### src/rtl/cpu_control_fsm.sv
// cpu_control_fsm: multi-cycle fetch/decode/execute sequencer for the 16-bit CPU
module cpu_control_fsm #(
  parameter int CNT_W = 16
) (
  input  logic             CLK,
  input  logic             reset,
  input  logic             run,
  input  logic [15:0]      ir,
  input  logic             mem_ready,
  input  logic             alu_lsb,
  output logic             mem_rd,
  output logic             mem_wr,
  output logic             mem_addr_sel,
  output logic             ir_load,
  output logic             pc_inc,
  output logic             pc_load,
  output logic             alu_en,
  output logic             rf_we,
  output logic             rf_wsel,
  output logic             cond_flag,
  output logic             halted,
  output logic [2:0]       state,
  output logic [CNT_W-1:0] instr_count
);
  typedef enum logic [2:0] {IDLE, FETCH, DECODE, EXEC, WB, MEM, BRANCH, HALT} state_t;
  state_t cur, nxt;
  logic [4:0] op;
  logic is_st, is_ld, is_cmp, retire, unused_ir;
  assign unused_ir = ^ir[15:5];
  assign is_st = op == 5'd18;
  assign is_ld = op == 5'd19;
  assign is_cmp = op == 5'd14 || op == 5'd15 || op == 5'd16;
  assign retire = cur == WB || cur == BRANCH || (cur == MEM && is_st && mem_ready);
  // state, latched opcode, compare flag and retire counter
  always_ff @(posedge CLK) begin
    if (reset) begin
      cur <= IDLE;
      op <= '0;
      cond_flag <= 1'b0;
      instr_count <= '0;
    end else begin
      cur <= nxt;
      if (cur == DECODE) op <= ir[4:0];
      if (cur == WB && is_cmp) cond_flag <= alu_lsb;
      if (retire) instr_count <= instr_count + CNT_W'(1);
    end
  end
  // next-state: retiring states share one exit, the rest wait on run/mem_ready or decode ir
  always_comb begin
    nxt = cur;
    case (cur)
      IDLE:    nxt = run ? FETCH : IDLE;
      FETCH:   nxt = mem_ready ? DECODE : FETCH;
      DECODE:  nxt = ir[4:0] <= 5'd16 ? EXEC : ir[4:0] == 5'd17 ? BRANCH :
                     ir[4:0] <= 5'd19 ? MEM : HALT;
      EXEC:    nxt = WB;
      MEM:     nxt = !mem_ready ? MEM : is_st ? (run ? FETCH : IDLE) : WB;
      WB:      nxt = run ? FETCH : IDLE;
      BRANCH:  nxt = run ? FETCH : IDLE;
      default: nxt = HALT;
    endcase
  end
  assign mem_rd       = cur == FETCH || (cur == MEM && !is_st);
  assign mem_wr       = cur == MEM && is_st;
  assign mem_addr_sel = cur == MEM;
  assign ir_load      = cur == FETCH && mem_ready;
  assign pc_inc       = cur == FETCH && mem_ready;
  assign pc_load      = cur == BRANCH && cond_flag;
  assign alu_en       = cur == EXEC;
  assign rf_we        = cur == WB;
  assign rf_wsel      = cur == WB && is_ld;
  assign halted       = cur == HALT;
  assign state        = cur;
endmodule

### config.mk
export PLATFORM = sky130hd
export DESIGN_NAME = cpu_control_fsm
export DESIGN_NICKNAME = d
export VERILOG_FILES = /design/src/rtl/cpu_control_fsm.sv
export SDC_FILE = /design/constraint.sdc
export NUM_CORES = 1
export LEC_CHECK = 0
export BUFFER_PORTS_ARGS = -buffer_cell sky130_fd_sc_hd__buf_2
export CAP_MARGIN = 5
export CELL_PAD_IN_SITES_DETAIL_PLACEMENT = 0
export CELL_PAD_IN_SITES_GLOBAL_PLACEMENT = 2
export CORE_UTILIZATION = 27
export DETAILED_ROUTE_END_ITERATION = 7
export GPL_TIMING_DRIVEN = 1
export PLACE_DENSITY_LB_ADDON = 0.1
export SLEW_MARGIN = 20
export SYNTH_ARGS = -nofsm -noshare
export SYNTH_HDL_FRONTEND = slang
export SYNTH_SLANG_ARGS = --single-unit
### constraint.sdc
create_clock -name CLK -period 2.1 [get_ports CLK]
set_input_delay 0.105 -clock CLK [delete_from_list [all_inputs] [get_ports CLK]]
set_output_delay 0.105 -clock CLK [all_outputs]
set_load 0.02 [all_outputs]
Word level (Yosys, flattened, before mapping)
Cells that the tools add are included.
{ "word_totals": {"in_bits": 21, "output_inout_bits": 30, "ff_bits": 25, "wordCells": 43} }
{ "classes": {"add_sub_neg": 1, "muxes": 8, "n_lt_le_gt_ge": 2, "n_eq_ne": 13, "reduce_logical": 15} }
{ "op_table": {"columns": ["op", "count"], "rows": [
  ["$eq 5x5->1 const B", 4],
  ["$add 16x1->16 const B", 1],
  ["$pmux 3 s5", 1],
  ["$eq 3x3->1 const B", 4],
  ["$eq 5x4->1 const B", 2],
  ["$le 5x5->1 const B", 2],
  ["$mux 3", 3],
  ["$logic_and 1x1->1", 7],
  ["$eq 3x2->1 const B", 2],
  ["$mux 2", 3],
  ["$logic_or 1x1->1", 5],
  ["$eq 3x1->1 const B", 1],
  ["$logic_not 3->1", 1],
  ["$reduce_or 3->1", 1],
  ["$logic_not 1->1", 1],
  ["$mux 1", 1]
]} }

Logic depth before layout (Yosys ltp)
Gate-level depths: netlist (run 1).
{ "depth": {"ltp_word": 5, "mapped_depth": 7, "ltp_nobuf": 4} }

Worst setup path after synthesis (run 1)
No wires, ideal clock.
{ "synth_timing": {"kind": "register to output", "startpoint": "reg cur[0], in the netlist state[0]", "endpoint": "out pc_inc", "n_path_buf": 2, "slack_ps": 248, "t_required_ps": 1995, "path_stages_with_launch": 5, "arrival_ps": 1747, "cell_sequence": "dfxtp_1 -> clkbuf_1 -> nand2b_1 -> nor3b_1 -> buf_4"} }
{ "synth_via": {"elab_chain_len": 2} }
{ "synth_lines": {"columns": ["element", "line", "rtl"], "rows": [
  ["start: declaration", "26", "state_t cur, nxt;"],
  ["start signal: assignment", "42", "cur <= nxt;"],
  ["$eq 3x1->1", null, null],
  ["$logic_and 1x1->1", null, null],
  ["end: declaration", "15", "output logic pc_inc,"]
]} }
No other way between the ends.

Final worst setup path (run 1)
{ "layout_timing": {"startpoint": "reg op[4]", "endpoint": "reg instr_count[3]"} }
{ "layout_via": {"elab_chain_len": 4} }
{ "layout_lines": {"columns": ["element", "line", "rtl"], "rows": [
  ["start: declaration", "27", "logic [4:0] op;"],
  ["start signal: assignment", "43", "if (cur == DECODE) op <= ir[4:0];"],
  ["$eq 5x5->1", "30", "assign is_st = op == 5'd18;"],
  ["$logic_and 1x1->1 (2 in a row)", "33", "assign retire = cur == WB || cur == BRANCH || (cur == MEM && is_st && mem_ready);"],
  ["$logic_or 1x1->1", "33", null],
  ["end signal: assignment", "45", "if (retire) instr_count <= instr_count + CNT_W'(1);"],
  ["end: declaration", "23", "output logic [CNT_W-1:0] instr_count"]
]} }
No other way between the ends.
A chain may end at the register's enable or synchronous reset.

==> results of run 1 <==
state kept, by name (all words and copies together), names as in the netlist:
signal,count
instr_count,16
state,3
op,5
cond_flag,1
cells by family after synthesis:
logic type | share of synthesized area (%)
AO/OA/AOI/OAI | 17.9
XOR/XNOR | 0.656
adder cells (fa/ha/maj) | 0.937
buffers and inverters | 5.06
flip-flops | 37.5
multiplexers | 5.25
AND/OR/NAND/NOR | 32.7
layout by cell type (no fill, tap or decap), types with 7 or more instances in the layout:
cell	instances
sky130_fd_sc_hd__dfxtp_1	25
sky130_fd_sc_hd__mux2i_1	7
sky130_fd_sc_hd__buf_2	39
sky130_fd_sc_hd__o21ai_0	8
sky130_fd_sc_hd__or4_1	9
sky130_fd_sc_hd__o31ai_1	10
sky130_fd_sc_hd__a21oi_1	16
sky130_fd_sc_hd__nand2_1	8
sky130_fd_sc_hd__nor2_1	13
sky130_fd_sc_hd__nand3_1	9
per-layer routing:
layer  vias to the layer above  track usage (%)
met5                         -                0
met4                         0             3.92
met3                         2             3.06
met2                        25             20.2
met1                       618             20.2
li1                        668                -
tightest hold or removal path, cell delays in order:
cell	delay (ps)
sky130_fd_sc_hd__buf_2	100
sky130_fd_sc_hd__nand2b_1	60
sky130_fd_sc_hd__mux2i_1	60
repair_timing:
action | CTS | global route
setup buffers | 0 | 0
resized for setup | 0 | 1
endpoints found under the setup margin | 0 | 1
report_power, final:
group / leakage, nW / internal, mW / total [mW] / switching [mW]
Clock: 0.0228 / 0.135 / 0.284 / 0.148
Sequential: 0.202 / 0.482 / 0.490 / 0.00749
Combinational: 0.411 / 0.0453 / 0.115 / 0.0700
Total: 0.636 / 0.663 / 0.889 / 0.226
final cells by class:
cell class / instances / area (µm²) / area share (%)
multi-input combinational: 120 / 768 / 46.9
sequential: 25 / 500 / 30.6
timing repair buffer: 44 / 233 / 14.2
tap: 67 / 83.8 / 5.12
clock buffer: 4 / 45.0 / 2.75
inverter: 2 / 7.51 / 0.458
synthesized netlist by cell type, drive strengths merged (3+ instances only):
| cell type | instances | share of area [%] |
|---|---|---|
| a21oi | 16 | 6.0 |
| and3 | 3 | 1.4 |
| and4 | 3 | 2.0 |
| buf | 5 | 2.5 |
| clkbuf | 7 | 2.0 |
| dfxtp | 25 | 37 |
| mux2i | 7 | 5.2 |
| nand2 | 8 | 2.2 |
| nand2b | 7 | 4.4 |
| nand3 | 9 | 3.4 |
| nor2 | 13 | 3.7 |
| nor4 | 3 | 1.4 |
| o21ai | 8 | 3.0 |
| o31ai | 10 | 5.6 |
| or3 | 4 | 1.9 |
| or4 | 9 | 5.1 |
worst max-delay path by stage:
stage                             start                          end  depth (start not counted)
CTS                  op[4]$_SDFFE_PP0P_  instr_count[3]$_SDFFE_PP0P_                          5
finish               op[4]$_SDFFE_PP0P_  instr_count[3]$_SDFFE_PP0P_                          5
global route         op[4]$_SDFFE_PP0P_  instr_count[3]$_SDFFE_PP0P_                          5
floorplan           state[0]$_SDFF_PP0_                       pc_inc                          4
global placement     op[4]$_SDFFE_PP0P_  instr_count[5]$_SDFFE_PP0P_                          5
detailed placement   op[4]$_SDFFE_PP0P_  instr_count[3]$_SDFFE_PP0P_                          5
metrics by stage:
step	power, mW	std cells	cell area (µm²)
floorplan	0.577	159	1340
global placement	0.615	258	1590
detailed placement	0.616	258	1590
CTS	0.906	262	1640
global route	0.942	262	1640
finish	0.889	262	1640
==> run_results.csv, run 1 <==
group,metric,value,unit
worst_setup_path,critPathBufInv,1,
drt,drc_violation_count_after_routing,0,
power,peakVddDrop,0.244,mV
logic_synthesis,avgSynthCellArea,8.40,µm²
layout,finish.utilization,34.4,%
layout,n_fill_cell,530,
cts,clk_latency,260,ps
layout,final_layout_size_suffix_gt1_share,26.2,%
sta,layout_setup_ws,246,ps
placement,port_buffers,39,
drt,via_count,1313,
hold_path,startpoint_of_the_worst_hold_path,"alu_lsb",
placement,dp_hpwl,2500,µm
status,outcome,"finished clean",
cts,sink_count,25,
drt,wirelength,3470,µm
layout,layout_overhead_on_the_synthesized_area,22.7,%
drt,routed_via_density,5.01,
floorplanning,die_height,72.3,µm
worst_setup_path,r2r_setup_slack,250,ps
hold_path,hold_path.class,"in -> reg",
worst_setup_path,crit_family,"compound AO/OA/AOI/OAI gates",
cts,clkTransAtPathRegs,90,ps
logic_synthesis,synthDistinctLibCells,36,
worst_setup_path,critical_path_arrival,2050,ps
worst_setup_path,crit_path_cell_trace,"nand2b_4 > o32a_2 > buf_4 > or3_1 > a21oi_1",
sta,max_freq,540,MHz
grt,maximum_number_of_pins_on_one_net_before_global_route_repair,27,
logic_synthesis,netlist_area_before_placement,1340,µm²
sta,number_of_failing_setup_endpoints_in_the_final_timing_report,0,
layout,antenna_cells,0,
power,leakagePower,0.636,nW
sta,setup_tns,0,ps
placement,gp_congestion,0.709,
drt,route.detailed.wl_per_inst,13.2,µm
floorplanning,die_width,72.3,µm
worst_setup_path,critical_path.max_fanout,19,
cts,root_buffer,"sky130_fd_sc_hd__clkbuf_8",
floorplanning,start_util,28.1,%
logic_synthesis,async_flop_share,0,%
power,pwrdens,543,nW/µm²
sta,finalHoldViolCount,0,
grt,groute.usage.overall,13.8,%
grt,global_route_wire_length_before_repair,5590,µm
cts,cts_buffer_depth,2,
placement,place_ws,149,ps
floorplanning,fp.dieArea,5230,µm²
cts,clock_tree.htree_level_count,1,
sta,pins_over_slew_limit,0,
logic_synthesis,postSynthNetCount,181,
grt,antenna_found_initial,0,
hold_path,hold_path_depth,3,
worst_setup_path,worst_setup_end_kind,"flip-flop",
logic_synthesis,ys_dominant_reg_cell,"sky130_fd_sc_hd__dfxtp_1",
drt,dr_wl_met2,1440,µm
sta,setup_repair_after_global_routing_missed_its_margin,"false",
drt,drt-pass1-iter-count,4,
logic_synthesis,sequential_to_total_area_share_from_yosys_stat,37.5,%
floorplanning,io_pins,51,
cts,hold_buffers,0,
cts,tritoncts.num_buffers,3,
worst_setup_path,start_kind,"flip-flop",
floorplanning,fp-row-count,25,
sta,part_of_the_cycle_the_worst_path_needs,88.3,%
grt,vias_in_the_first_global_route,1131,
cts,cts_tree,"yes",
logic_synthesis,synth-seq-cells,25,
worst_setup_path,crit_path_required_time,2300,ps
logic_synthesis,yosysWarnings,0,
floorplanning,coreArea,4750,µm²
sta,worst_hold_slack,103,ps
layout,finish.net_count,218,
drt,m1WireLength,1830,µm
worst_setup_path,timing.critical_path.slowest_cell_delay,540,ps
grt,grt.overflow.total,0,
drt,dr.max_layer_used,"met4",
worst_setup_path,critical_path_class,"reg -> reg",
hold_path,min_to,"cond_flag$_SDFFE_PP0P_",
drt,final_antenna_net_count,0,
worst_setup_path,slowest_stage,"sky130_fd_sc_hd__o32a_2",
sta,worst_slew_pin_slew,501,ps
logic_synthesis,post_synth_inst_count,159,
sta,fin_crit,1850,ps
sta,maxSlewHeadroom,66.6,%
sta,clock-skew-final,1.86,ps
worst_setup_path,worstReg2RegEnd,"instr_count[3]$_SDFFE_PP0P_",
drt,wl_met3,171,µm
worst_setup_path,ff2ff_path_depth,5,
worst_setup_path,timing.rr.start,"op[4]$_SDFFE_PP0P_",
run,cap_violations,0,
drt,drtIter0Drc,118,
logic_synthesis,post_synth_edffs,0,
No activity file was read; power rests on OpenSTA's default activity.
==> run 2, diff against run 1 <==
--- a/config.mk
+++ b/config.mk
@@ -5,11 +5,12 @@
 export SDC_FILE = /design/constraint.sdc
 export NUM_CORES = 1
 export LEC_CHECK = 0
+export ABC_AREA = 1
 export BUFFER_PORTS_ARGS = -buffer_cell sky130_fd_sc_hd__buf_2
 export CAP_MARGIN = 5
 export CELL_PAD_IN_SITES_DETAIL_PLACEMENT = 0
 export CELL_PAD_IN_SITES_GLOBAL_PLACEMENT = 2
-export CORE_UTILIZATION = 27
+export CORE_UTILIZATION = 25
 export DETAILED_ROUTE_END_ITERATION = 7
 export GPL_TIMING_DRIVEN = 1
 export PLACE_DENSITY_LB_ADDON = 0.1
==> run 2 against run 1 <==
  * Synthesized area grew 11%
  * Sequential power grew 1%
  * Count of clock-buffer cells in the layout shrank 1
  * Final area grew 9.8%
  * Non-clock buffer count shrank 1
  * Clock skew grew 2.4 ps
  * Worst hold slack lost 30 ps
  * Clock power grew 9.5%
  * Largest cell class unchanged
  * Critical path type is now reg -> out
  * Critical endpoint is now rf_wsel
  * Register-to-register slack gained 290 ps
  * Utilization shrank 2.4 points
  * Routed wire length grew 23%
==> run_results.csv, run 2 <==
group,metric,value,unit
layout,finalNonFillerCells,343,
sta,worst_slew_pin_slew,515,ps
worst_setup_path,timing.rr.start,"op[4]$_SDFFE_PP0P_",
grt,global_route_wire_length_before_repair,7400,µm
worst_setup_path,worst_setup_end_kind,"output port",
grt,antenna_found_initial,0,
power,p_switching,260,µW
sta,setup_repair_after_global_routing_missed_its_margin,"false",
placement,port_buffers,39,
sta,maxSlewHeadroom,65.7,%
logic_synthesis,ys_dominant_reg_cell,"sky130_fd_sc_hd__dfxtp_1",
logic_synthesis,synth-seq-cells,25,
cts,clkTransAtPathRegs,100,ps
grt,globalRouteMet2Util,27.0,%
logic_synthesis,synth.largest_area_cell,"sky130_fd_sc_hd__dfxtp_1",
grt,grt.overflow.total,0,
sta,part_of_the_cycle_the_worst_path_needs,79.3,%
layout,area_used_by_multi_input_combinational_logic,855,µm²
sta,fin_crit,1670,ps
layout,final_layout_size_suffix_gt1_share,19.9,%
drt,final_antenna_net_count,0,
layout,mostFrequentLayoutCell,"sky130_fd_sc_hd__nand2_1",
logic_synthesis,synthMostInstantiatedCell,"sky130_fd_sc_hd__nand2_1",
sta,clock-skew-final,4.31,ps
logic_synthesis,synth.area.top_cells,"sky130_fd_sc_hd__dfxtp_1 (34%), sky130_fd_sc_hd__nand2_1 (17%), sky130_fd_sc_hd__nand3_1 (10%)",
worst_setup_path,crit_path_cell_trace,"nand2_1 > nor3_1 > buf_2",
sta,pins_over_slew_limit,0,
floorplanning,fp.dieArea,6230,µm²
logic_synthesis,post_synth_inst_count,232,
cts,cts_setup_buffers,0,
layout,finish.net_count,294,
power,internal_power,651,µW
drt,wirelength,4270,µm
worst_setup_path,crit_path_required_time,2000,ps
floorplanning,start_util,26.4,%
placement,post_dp_cell_area,1750,µm²
floorplanning,coreArea,5610,µm²
placement,post-place-cells,339,
worst_setup_path,critical_path_arrival,1560,ps
hold_path,min_to,"op[3]$_SDFFE_PP0P_",
worst_setup_path,slowest_stage,"sky130_fd_sc_hd__dfxtp_1",
hold_path,hold_path.class,"in -> reg",
sta,worst_hold_slack,73.3,ps
power,pwrdens,507,nW/µm²
cts,hold_buffers,0,
worst_setup_path,crit_family,"simple AND/OR/NAND/NOR gates",
logic_synthesis,synth_largest_type_area_fraction,33.8,%
floorplanning,fp-row-count,27,
drt,via_count,1556,
grt,grt-busiest-layer,"met2",
layout,finalInstanceArea,1800,µm²
status,outcome,"finished clean",
worst_setup_path,critPathBufInv,1,
run,cap_violations,0,
floorplanning,io_pins,51,
cts,cts_tree,"yes",
power,comb_power_share,11.5,%
cts,root_buffer,"sky130_fd_sc_hd__clkbuf_8",
logic_synthesis,async_flop_share,0,%
drt,drtIter0Drc,64,
power,finalPower,911,µW
drt,routed_via_density,4.54,
floorplanning,die_height,78.9,µm
cts,cts_resized,0,
grt,globalRouteMet3Util,3.33,%
layout,finish.utilization,32.1,%
layout,n_fill_cell,681,
logic_synthesis,postSynthNetCount,254,
layout,layout_overhead_on_the_synthesized_area,21.6,%
floorplanning,die_width,78.9,µm
layout,seq_area,500,µm²
placement,dp_hpwl,3160,µm
hold_path,startpoint_of_the_worst_hold_path,"ir[3]",
sta,setup_tns,0,ps
worst_setup_path,timing.critical_path.slowest_cell_delay,460,ps
drt,drt-pass1-iter-count,4,
sta,finalHoldViolCount,0,
layout,mostFrequentLayoutCells,"sky130_fd_sc_hd__nand2_1 (66), sky130_fd_sc_hd__buf_2 (39), sky130_fd_sc_hd__nand3_1 (30)",
logic_synthesis,yosysWarnings,0,
logic_synthesis,netlist_area_before_placement,1480,µm²
cts,clk_latency,280,ps
power,p_sw_share,28.5,%
layout,antenna_cells,0,
cts,clock_tree.htree_level_count,1,
power,peakVddDrop,0.208,mV
logic_synthesis,synth.cells.most_frequent,"sky130_fd_sc_hd__nand2_1 (66), sky130_fd_sc_hd__nand3_1 (30), sky130_fd_sc_hd__nor2_1 (27), sky130_fd_sc_hd__dfxtp_1 (25), sky130_fd_sc_hd__a21oi_1 (23)",
hold_path,hold_path_depth,3,
grt,groute.usage.overall,15.1,%
sta,number_of_failing_setup_endpoints_in_the_final_timing_report,0,
grt,vias_in_the_first_global_route,1512,
logic_synthesis,synthDistinctLibCells,27,
drt,route.detailed.wl_per_inst,12.5,µm
worst_setup_path,worstReg2RegEnd,"instr_count[8]$_SDFFE_PP0P_",
drt,drc_violation_count_after_routing,0,
cts,tritoncts.num_buffers,3,
worst_setup_path,critical_path_class,"reg -> out",
power,sequentialPowerShare,54.4,%
logic_synthesis,sequential_to_total_area_share_from_yosys_stat,33.8,%
sta,max_freq,600,MHz
worst_setup_path,critical_path.max_fanout,11,
cts,cts_buffer_depth,2,
power,pwr-share-clk,34.2,%
sta,layout_setup_ws,434,ps
logic_synthesis,post_synth_edffs,0,
grt,grtUsageMet1,18.6,%
grt,maximum_number_of_pins_on_one_net_before_global_route_repair,26,
placement,place_ws,532,ps
power,leakagePower,0.741,nW
worst_setup_path,start_kind,"flip-flop",
worst_setup_path,ff2ff_path_depth,8,
worst_setup_path,r2r_setup_slack,540,ps
layout,largest_register_ffs,16,
cts,sink_count,25,
layout,largest-register,"instr_count",
logic_synthesis,avgSynthCellArea,6.37,µm²
placement,gp_congestion,0.762,
[run 2: kinds of logic (layout without fill, tap and decap cells)]
kind of cell             after synthesis  in the layout  synth area share (%)
AND/OR/NAND/NOR                      139            139                  41.8
AO/OA/AOI/OAI                         31             31                  11.0
buffers and inverters                 29             68                  8.38
flip-flops                            25             25                  33.8
XOR/XNOR                               7              7                  4.15
adder cells (fa/ha/maj)                1              1                 0.846
[run 2: area by class of cell]
cell class	count	area share, %
inverter	21	4.38
multi-input combinational	178	47.5
timing repair buffer	43	12.5
clock inverter	1	0.418
sequential	25	27.8
tap	72	5.01
clock buffer	3	2.30
[run 2: how the worst max path moves through the flow]
stage	from	endpoint	depth (start not counted)
floorplan	state[2]$_SDFF_PP0_	rf_wsel	4
global placement	op[4]$_SDFFE_PP0P_	instr_count[8]$_SDFFE_PP0P_	8
detailed placement	op[4]$_SDFFE_PP0P_	instr_count[8]$_SDFFE_PP0P_	8
CTS	state[2]$_SDFF_PP0_	rf_wsel	3
global route	state[2]$_SDFF_PP0_	rf_wsel	3
finish	state[2]$_SDFF_PP0_	rf_wsel	3
[run 2: routing by layer]
layer / wire [µm] / vias up
met5: 0 / -
met4: 24 / 0
met3: 122 / 2
met2: 2110 / 28
met1: 2020 / 693
li1: - / 833
[run 2: worst register-to-register path, stage by stage, from the launching register on]
cell and delay [ps]:
sky130_fd_sc_hd__dfxtp_1 370, sky130_fd_sc_hd__inv_1 70, sky130_fd_sc_hd__nor2_1 120, sky130_fd_sc_hd__nand3_1 150, sky130_fd_sc_hd__inv_1 170, sky130_fd_sc_hd__nand3_4 180, sky130_fd_sc_hd__nand2_4 220, sky130_fd_sc_hd__nand2_1 100
sky130_fd_sc_hd__a21oi_2 110
[run 2: power groups by stage]
stage                     Clock, mW  Combinational, mW  Sequential (mW)
after floorplan                   0             0.0651            0.510
after global placement            0              0.107            0.507
after detailed placement          0              0.106            0.507
after CTS                     0.332              0.106            0.496
after global routing          0.351              0.118            0.498
final                         0.311              0.104            0.495
